$ cat src/rtl/arm_pkg.sv
// -----------------------------------------------------------------------------
// arm_pkg
// Shared definitions for the instruction-memory responder:
//   fsm_state_e  - responder FSM state encoding (IDLE / WAIT / RESP)
//   NOP_INSTR    - instruction returned for out-of-range fetches
//   CNT_W        - latency counter width (covers LATENCY up to 15)
//   idx_in_range - word-index bounds check shared by read and load paths
// -----------------------------------------------------------------------------
package arm_pkg;

  typedef enum logic [1:0] {
    ST_IDLE = 2'd0,
    ST_WAIT = 2'd1,
    ST_RESP = 2'd2
  } fsm_state_e;

  // ARM "MOV r0, r0"
  localparam logic [31:0] NOP_INSTR = 32'hE1A00000;

  localparam int CNT_W = 4;

  function automatic logic idx_in_range(input logic [29:0] word_idx,
                                        input int          depth_words);
    return word_idx < 30'(depth_words);
  endfunction

endpackage

$ cat src/rtl/inst_mem_responder_if.sv
// -----------------------------------------------------------------------------
// inst_mem_responder_if
// Bundles the fetch request/response handshake and the program-load port.
//   slave  : the responder (drives req_ready_out and the resp_* outputs)
//   master : the fetch stage / program loader
// -----------------------------------------------------------------------------
interface inst_mem_responder_if;

  logic        req_valid_in;
  logic [31:0] req_addr_in;
  logic        req_ready_out;
  logic        flush_in;
  logic        resp_valid_out;
  logic        resp_ready_in;
  logic [31:0] resp_instr_out;
  logic        resp_err_out;
  logic        load_we_in;
  logic [31:0] load_addr_in;
  logic [31:0] load_data_in;

  modport slave (
    input  req_valid_in, req_addr_in, flush_in, resp_ready_in,
           load_we_in, load_addr_in, load_data_in,
    output req_ready_out, resp_valid_out, resp_instr_out, resp_err_out
  );

  modport master (
    output req_valid_in, req_addr_in, flush_in, resp_ready_in,
           load_we_in, load_addr_in, load_data_in,
    input  req_ready_out, resp_valid_out, resp_instr_out, resp_err_out
  );

endinterface

$ cat src/rtl/inst_mem_array.sv
// -----------------------------------------------------------------------------
// inst_mem_array
// Instruction word storage: synchronous write, combinational read.
//   clk     - write clock
//   i_we    - write enable (already qualified as in range by the caller)
//   i_waddr - write word index
//   i_wdata - write data
//   i_raddr - read word index
//   o_rdata - read data (current contents, before any same-cycle write)
// -----------------------------------------------------------------------------
module inst_mem_array #(
  parameter int DEPTH_WORDS = 64,
  parameter int AW          = (DEPTH_WORDS > 1) ? $clog2(DEPTH_WORDS) : 1
) (
  input  logic          clk,
  input  logic          i_we,
  input  logic [AW-1:0] i_waddr,
  input  logic [31:0]   i_wdata,
  input  logic [AW-1:0] i_raddr,
  output logic [31:0]   o_rdata
);

  logic [31:0] r_mem [DEPTH_WORDS];

  // NOTE: storage has no reset; a program image survives a core reset and a
  // reset port would stop this mapping onto RAM.
  always_ff @(posedge clk) begin
    if (i_we) r_mem[i_waddr] <= i_wdata;
  end

  assign o_rdata = r_mem[i_raddr];

endmodule

$ cat src/rtl/inst_mem_responder.sv
// -----------------------------------------------------------------------------
// inst_mem_responder
// Single-outstanding instruction fetch responder with fixed latency.
//   clk  - clock, all state changes on the rising edge
//   rst  - asynchronous, active-low reset
//   bus  - slave side of inst_mem_responder_if:
//          req_valid_in/req_addr_in/req_ready_out : fetch request
//          flush_in                               : cancel outstanding fetch
//          resp_valid_out/resp_ready_in           : response handshake
//          resp_instr_out/resp_err_out            : fetched word / range error
//          load_we_in/load_addr_in/load_data_in   : program-load write port
// The response is captured at acceptance, so later loads never alter it and
// a load to the same word in the acceptance cycle is not seen by that fetch.
// -----------------------------------------------------------------------------
module inst_mem_responder
  import arm_pkg::*;
#(
  parameter int DEPTH_WORDS = 64,
  parameter int LATENCY     = 2     // legal range 1..15
) (
  input  logic                 clk,
  input  logic                 rst,
  inst_mem_responder_if.slave  bus
);

  localparam int              AW       = (DEPTH_WORDS > 1) ? $clog2(DEPTH_WORDS) : 1;
  localparam logic [CNT_W-1:0] CNT_INIT = CNT_W'(LATENCY - 1);

  fsm_state_e       r_state, w_state_nxt;
  logic [CNT_W-1:0] r_cnt, w_cnt_nxt;
  logic [31:0]      r_instr;
  logic             r_err;

  logic [29:0] w_rd_idx, w_ld_idx;
  logic        w_rd_in_range, w_ld_in_range;
  logic        w_accept, w_ld_we;
  logic [31:0] w_rd_data;

  // Byte-offset bits are ignored on both paths.
  logic [3:0]  w_unused_addr_lsbs;
  assign w_unused_addr_lsbs = {bus.req_addr_in[1:0], bus.load_addr_in[1:0]};

  assign w_rd_idx      = bus.req_addr_in[31:2];
  assign w_ld_idx      = bus.load_addr_in[31:2];
  assign w_rd_in_range = idx_in_range(w_rd_idx, DEPTH_WORDS);
  assign w_ld_in_range = idx_in_range(w_ld_idx, DEPTH_WORDS);
  assign w_ld_we       = bus.load_we_in & w_ld_in_range;

  assign w_accept = (r_state == ST_IDLE) & bus.req_valid_in & ~bus.flush_in;

  inst_mem_array #(
    .DEPTH_WORDS (DEPTH_WORDS),
    .AW          (AW)
  ) u_mem (
    .clk     (clk),
    .i_we    (w_ld_we),
    .i_waddr (w_ld_idx[AW-1:0]),
    .i_wdata (bus.load_data_in),
    .i_raddr (w_rd_idx[AW-1:0]),
    .o_rdata (w_rd_data)
  );

  // NOTE: every output of a combinational block gets a default first so no
  // path through the case statement leaves a latch behind.
  always_comb begin
    w_state_nxt = r_state;
    w_cnt_nxt   = r_cnt;
    unique case (r_state)
      ST_IDLE: begin
        if (w_accept) begin
          w_cnt_nxt   = CNT_INIT;
          w_state_nxt = (LATENCY == 1) ? ST_RESP : ST_WAIT;
        end
      end
      ST_WAIT: begin
        if (bus.flush_in) begin
          w_state_nxt = ST_IDLE;
          w_cnt_nxt   = '0;
        end else if (r_cnt == '0) begin
          // Counter was loaded with LATENCY-1 and has drained one per cycle,
          // so this edge is LATENCY cycles after acceptance.
          w_state_nxt = ST_RESP;
        end else begin
          w_cnt_nxt = r_cnt - 1'b1;
        end
      end
      ST_RESP: begin
        // Flush and consume both return to IDLE; flush drops the response.
        if (bus.flush_in || bus.resp_ready_in) w_state_nxt = ST_IDLE;
      end
      default: begin
        w_state_nxt = ST_IDLE;
        w_cnt_nxt   = '0;
      end
    endcase
  end

  // NOTE: sequential state uses non-blocking assignments so every register
  // samples pre-edge values regardless of statement order.
  always_ff @(posedge clk or negedge rst) begin
    if (!rst) begin
      r_state <= ST_IDLE;
      r_cnt   <= '0;
    end else begin
      r_state <= w_state_nxt;
      r_cnt   <= w_cnt_nxt;
    end
  end

  always_ff @(posedge clk or negedge rst) begin
    if (!rst) begin
      r_instr <= '0;
      r_err   <= 1'b0;
    end else if (w_accept) begin
      r_instr <= w_rd_in_range ? w_rd_data : NOP_INSTR;
      r_err   <= ~w_rd_in_range;
    end
  end

  assign bus.req_ready_out  = (r_state == ST_IDLE);
  assign bus.resp_valid_out = (r_state == ST_RESP);
  assign bus.resp_instr_out = r_instr;
  assign bus.resp_err_out   = r_err;

endmodule

$ cat src/flat_wrapper.sv
// flat-port wrapper written by rule: the top's interface ports become plain ports
module inst_mem_responder_flat import arm_pkg::*;
#(
  parameter int DEPTH_WORDS = 64,
  parameter int LATENCY     = 2                         
)
  (clk, rst, bus_req_valid_in, bus_req_addr_in, bus_flush_in, bus_resp_ready_in, bus_load_we_in, bus_load_addr_in, bus_load_data_in, bus_req_ready_out, bus_resp_valid_out, bus_resp_instr_out, bus_resp_err_out);
  inst_mem_responder_if bus_i ();
  input  logic clk;
  input  logic rst;
  input wire logic [$bits(bus_i.req_valid_in)-1:0] bus_req_valid_in;
  input wire logic [$bits(bus_i.req_addr_in)-1:0] bus_req_addr_in;
  input wire logic [$bits(bus_i.flush_in)-1:0] bus_flush_in;
  input wire logic [$bits(bus_i.resp_ready_in)-1:0] bus_resp_ready_in;
  input wire logic [$bits(bus_i.load_we_in)-1:0] bus_load_we_in;
  input wire logic [$bits(bus_i.load_addr_in)-1:0] bus_load_addr_in;
  input wire logic [$bits(bus_i.load_data_in)-1:0] bus_load_data_in;
  output wire logic [$bits(bus_i.req_ready_out)-1:0] bus_req_ready_out;
  output wire logic [$bits(bus_i.resp_valid_out)-1:0] bus_resp_valid_out;
  output wire logic [$bits(bus_i.resp_instr_out)-1:0] bus_resp_instr_out;
  output wire logic [$bits(bus_i.resp_err_out)-1:0] bus_resp_err_out;
  assign bus_i.req_valid_in = bus_req_valid_in;
  assign bus_i.req_addr_in = bus_req_addr_in;
  assign bus_i.flush_in = bus_flush_in;
  assign bus_i.resp_ready_in = bus_resp_ready_in;
  assign bus_i.load_we_in = bus_load_we_in;
  assign bus_i.load_addr_in = bus_load_addr_in;
  assign bus_i.load_data_in = bus_load_data_in;
  assign bus_req_ready_out = bus_i.req_ready_out;
  assign bus_resp_valid_out = bus_i.resp_valid_out;
  assign bus_resp_instr_out = bus_i.resp_instr_out;
  assign bus_resp_err_out = bus_i.resp_err_out;
  inst_mem_responder #(.DEPTH_WORDS(DEPTH_WORDS), .LATENCY(LATENCY)) u_core (.clk(clk), .rst(rst), .bus(bus_i));
endmodule
$ cat config.mk
export PLATFORM = sky130hd
export DESIGN_NAME = inst_mem_responder_flat
export DESIGN_NICKNAME = d
export VERILOG_FILES = /design/src/rtl/arm_pkg.sv /design/src/rtl/inst_mem_responder_if.sv /design/src/rtl/inst_mem_array.sv /design/src/rtl/inst_mem_responder.sv /design/src/flat_wrapper.sv
export SDC_FILE = /design/constraint.sdc
export NUM_CORES = 2
export LEC_CHECK = 0
export ABC_CLOCK_PERIOD_IN_PS = 6230
export CAP_MARGIN = 40
export CORE_ASPECT_RATIO = 0.9
export CORE_MARGIN = 2
export CORE_UTILIZATION = 35
export DETAILED_ROUTE_END_ITERATION = 8
export GPL_TIMING_DRIVEN = 0
export PLACE_DENSITY = 0.62
export SETUP_SLACK_MARGIN = 0.2
export SLEW_MARGIN = 30
export SYNTH_ARGS = -nofsm -noshare
export SYNTH_HDL_FRONTEND = slang
export SYNTH_SLANG_ARGS = --single-unit
$ cat constraint.sdc
create_clock -name clk -period 6.23 [get_ports clk]
set_input_delay 1.869 -clock clk [delete_from_list [all_inputs] [get_ports clk]]
set_output_delay 1.869 -clock clk [all_outputs]
set_load 0.01 [all_outputs]
==> metrics.md <==
| Metric | Value |
|---|---|
| Syn Nets | `a little over 4000` |
| Post-synth top flop | `edfxtp_1` |
| Row count | `approximately 170` |
| Die H | `~460 µm` |
| Clock latency on the worst-skew pair | `0.88 ns` |
| CP cell instances | `clkdlybuf4s50_1 -> clkbuf_1 -> nor2_2 -> buf_6 -> clkbuf_2 -> nand2_1 -> o22ai_1 -> nor2_1 -> a32oi_1 -> o31ai_2` |
| Setup Viol. Count Final | `0` |
| FF+latch count, synth | `~2100` |
| Nets | `about 4600` |
| Pin count of the biggest net entering global routing | `between 60 and 70` |
| CP Capture Type | `flip-flop` |
| H-tree depth | `4` |
| Share of cells above drive strength 1 | `0.238` |
| Hold buffers post-CTS | `0` |
| Worst hold slack | `0.512 ns` |
| Final core occ | `0.427` |
| WP data arrival | `about 6.4 ns` |
| Worst Skew | `0.0682 ns` |
| PostCTS Resize Cnt | `0` |
| Power Total | `29500 µW` |
| RSZ-0062 raised after global routing | `no` |
| Vias in the first global route | `roughly 44000` |
| Crit share post-route | `0.920` |
| MaxCap Viol Count | `0` |
| Async set-or-reset flop fraction in the synthesized netlist | `0.0187` |
| Die Area | `~0.23 mm²` |
| Clk sink count | `2087` |
| Final min period | `about 5.7 ns` |
| Synth warn | `0` |
| Initial DRT Pass Iterations | `8` |
| Initial antenna violation count | `28` |
| Sequential fraction of the synthesis area | `0.773` |
| Core Box Area | `~0.23 mm²` |
| Vias per cell | `~6.1` |
| Routability congestion estimate | `about 0.90` |
| Post-synthesis area per instance | `a little over 20 µm²` |
| Most frequent cells in the layout | `edfxtp_1 (2048), mux2i_1 (418), mux4_2 (326)` |
| CTS tree | `yes` |
| Crit-path max cell delay | `between 0.7 and 0.8 ns` |
| Residual DRC | `0` |
| Placed Instance Area | `~0.09 mm²` |
| Most common cell after layout, fill and taps aside | `edfxtp_1` |
| CP max FO | `12` |
| Final Hold Fails | `0` |
| Synth Instances | `~4000` |
| Maximum VDD drop | `between 0.2 and 0.25 mV` |
| Max-slew headroom | `0.356` |
| Detailed Place HPWL | `approximately 200000 µm` |
| Grt total ovfl | `0` |
| Antenna Nets Post-Route | `0` |
| Worst Hold Class | `flip-flop to flip-flop` |
| Final slew viol count | `0` |
| Port bufs | `between 100 and 150` |
| EDFF count, synth | `2048` |
| CTS Buffer Depth | `3` |
| Bufs and invs on worst path | `4` |
| Layout area overhead | `21.5%` |
| TritonCTS Buffers | `198` |
| Final WL | `approximately 290000 µm` |
| Max Fclk | `about 170 MHz` |
| Post-route cell area | `0.0982 mm²` |
| Clock-pin slew on the worst setup and hold paths | `~0.06 ns` |
| Actual slew at the worst max-slew pin | `between 0.9 and 1 ns` |
| PwrDens | `roughly 300 mW/mm²` |
| Worst endpoint required time | `6.86 ns` |
| Pleak | `roughly 0.032 µW` |
| Post-CTS Setup Inserts | `0` |
| Status | `finished, final reports clean` |
| R2R Setup Slk | `2.45 ns` |
| Crit Path Class | `primary input to flip-flop` |
| Overall Global Routing Usage | `0.243` |
| Die width | `approximately 510 µm` |
| Crit-path slowest cell | `a32oi_1` |
| Startpoint Class | `primary input` |
| DRT iter0 DRCs | `between 9000 and 10000` |
| IO Count | `137` |
| Unique masters post-synth | `63` |
| Via count | `46900` |
| First-pass GRT wire length | `~380000 µm` |
| WL/cell | `37.4 µm` |
| Initial Util | `0.352` |
| Cell family with the largest share of critical-path delay | `buffers and inverters` |
| Synthesized area | `0.0808 mm²` |
| Clock root cell | `clkbuf_16` |
tightest hold or removal path, delay by kind of cell (launching register included):
family,cells,cell delay [ns]
simple gates,1,0.05
flops,1,0.37
compound gates,1,0.06
per-stage QoR:
step                std cells  setup TNS, ns  setup WS (ns)
floorplan                3982              0           1.54
global placement         7148       -3794.03          -2.41
detailed placement       7361        -0.0636        -0.0636
CTS                      7731              0          0.882
global route             7742              0          0.794
finish                   7753              0          0.499
final cells by class:
cell class	count	area (µm²)
diodes	11	27.5
well taps	3042	3810
flip-flops and latches	2087	62500
fillers	19500	132000
repair buffers	348	6430
clock buffers	263	5310
clock inverters	107	1240
inverters	9	33.8
multi-input cells	1663	17400
plain buffers	223	1500
worst paths after layout:
check	from	end	depth (start not counted)
hold / removal	u_core.bus.resp_instr_out[18]	u_core.bus.resp_instr_out[18]	2
setup / recovery	bus_req_addr_in[6]	u_core.bus.resp_instr_out[20]	10
hold reg to reg	u_core.bus.resp_instr_out[18]	u_core.bus.resp_instr_out[18]	2
setup reg to reg	u_core.r_state[1]	u_core.bus.resp_instr_out[20]	6
max in group asynchronous	rst	u_core.bus.resp_instr_out[14]	2
min in group asynchronous	rst	u_core.bus.resp_instr_out[19]	1
state kept, by name, indices dropped and copies added (netlist names):
register and count:
u_core.u_mem.r_mem 2048, u_core.bus.resp_instr_out 32, u_core.r_state 2, u_core.r_cnt 4, u_core.bus.resp_err_out 1
metal layers:
layer  share of wire  global-route usage  vias up  routed length [µm]
met5         0.00094                   0        -                 272
met4           0.051               0.106       34               14900
met3            0.14              0.0833      701               41400
met2            0.43               0.353     4035              125000
met1            0.37               0.331    24500              108000
li1                -                   -    17600                   -
kinds of logic (layout without fill, tap and decap cells):
group	after synthesis	in the layout	share of synthesized area
simple gates	527	527	0.0297
fa+ha+maj	2	2	0.000310
flops	2087	2087	0.773
mux	748	748	0.143
other cells	0	11	0
buf+inv	232	950	0.0184
compound gates	386	386	0.0351
report_power, final:
part | switching (µW) | total (µW) | internal, µW | leakage [µW]
combinational | 1190 | 1750 | 560 | 0.00984
clock | 5460 | 12300 | 6870 | 0.00317
sequential | 16.4 | 15400 | 15400 | 0.0189
total | 6670 | 29500 | 22800 | 0.0319
cell usage after synthesis (all sizes together), types with 3 or more instances:
cell type / number / area [µm²]
nor4: 12 / 75.1
nor3: 18 / 90.1
a2111oi: 4 / 41.3
a211o: 3 / 26.3
a32oi: 23 / 201
inv: 8 / 30.0
buf: 150 / 1180
a211oi: 19 / 148
a41o: 9 / 90.1
o21ai: 21 / 105
clkbuf: 73 / 275
dfrtp: 39 / 976
edfxtp: 2048 / 61500
nor2: 127 / 479
a32o: 11 / 110
mux2: 3 / 33.8
nand3: 110 / 551
nand3b: 4 / 30.0
a31oi: 24 / 150
a221oi: 8 / 70.1
o31ai: 4 / 30.0
o22ai: 8 / 50.1
a22oi: 189 / 1420
nand4: 20 / 125
nor2b: 16 / 103
o2111ai: 9 / 78.8
and3: 12 / 75.1
o211ai: 6 / 45.0
mux4: 327 / 7370
a21oi: 40 / 200
mux2i: 418 / 4180
or3: 4 / 25.0
nand2: 184 / 691
and2: 10 / 62.6
Power figures use the tool's default switching activity.
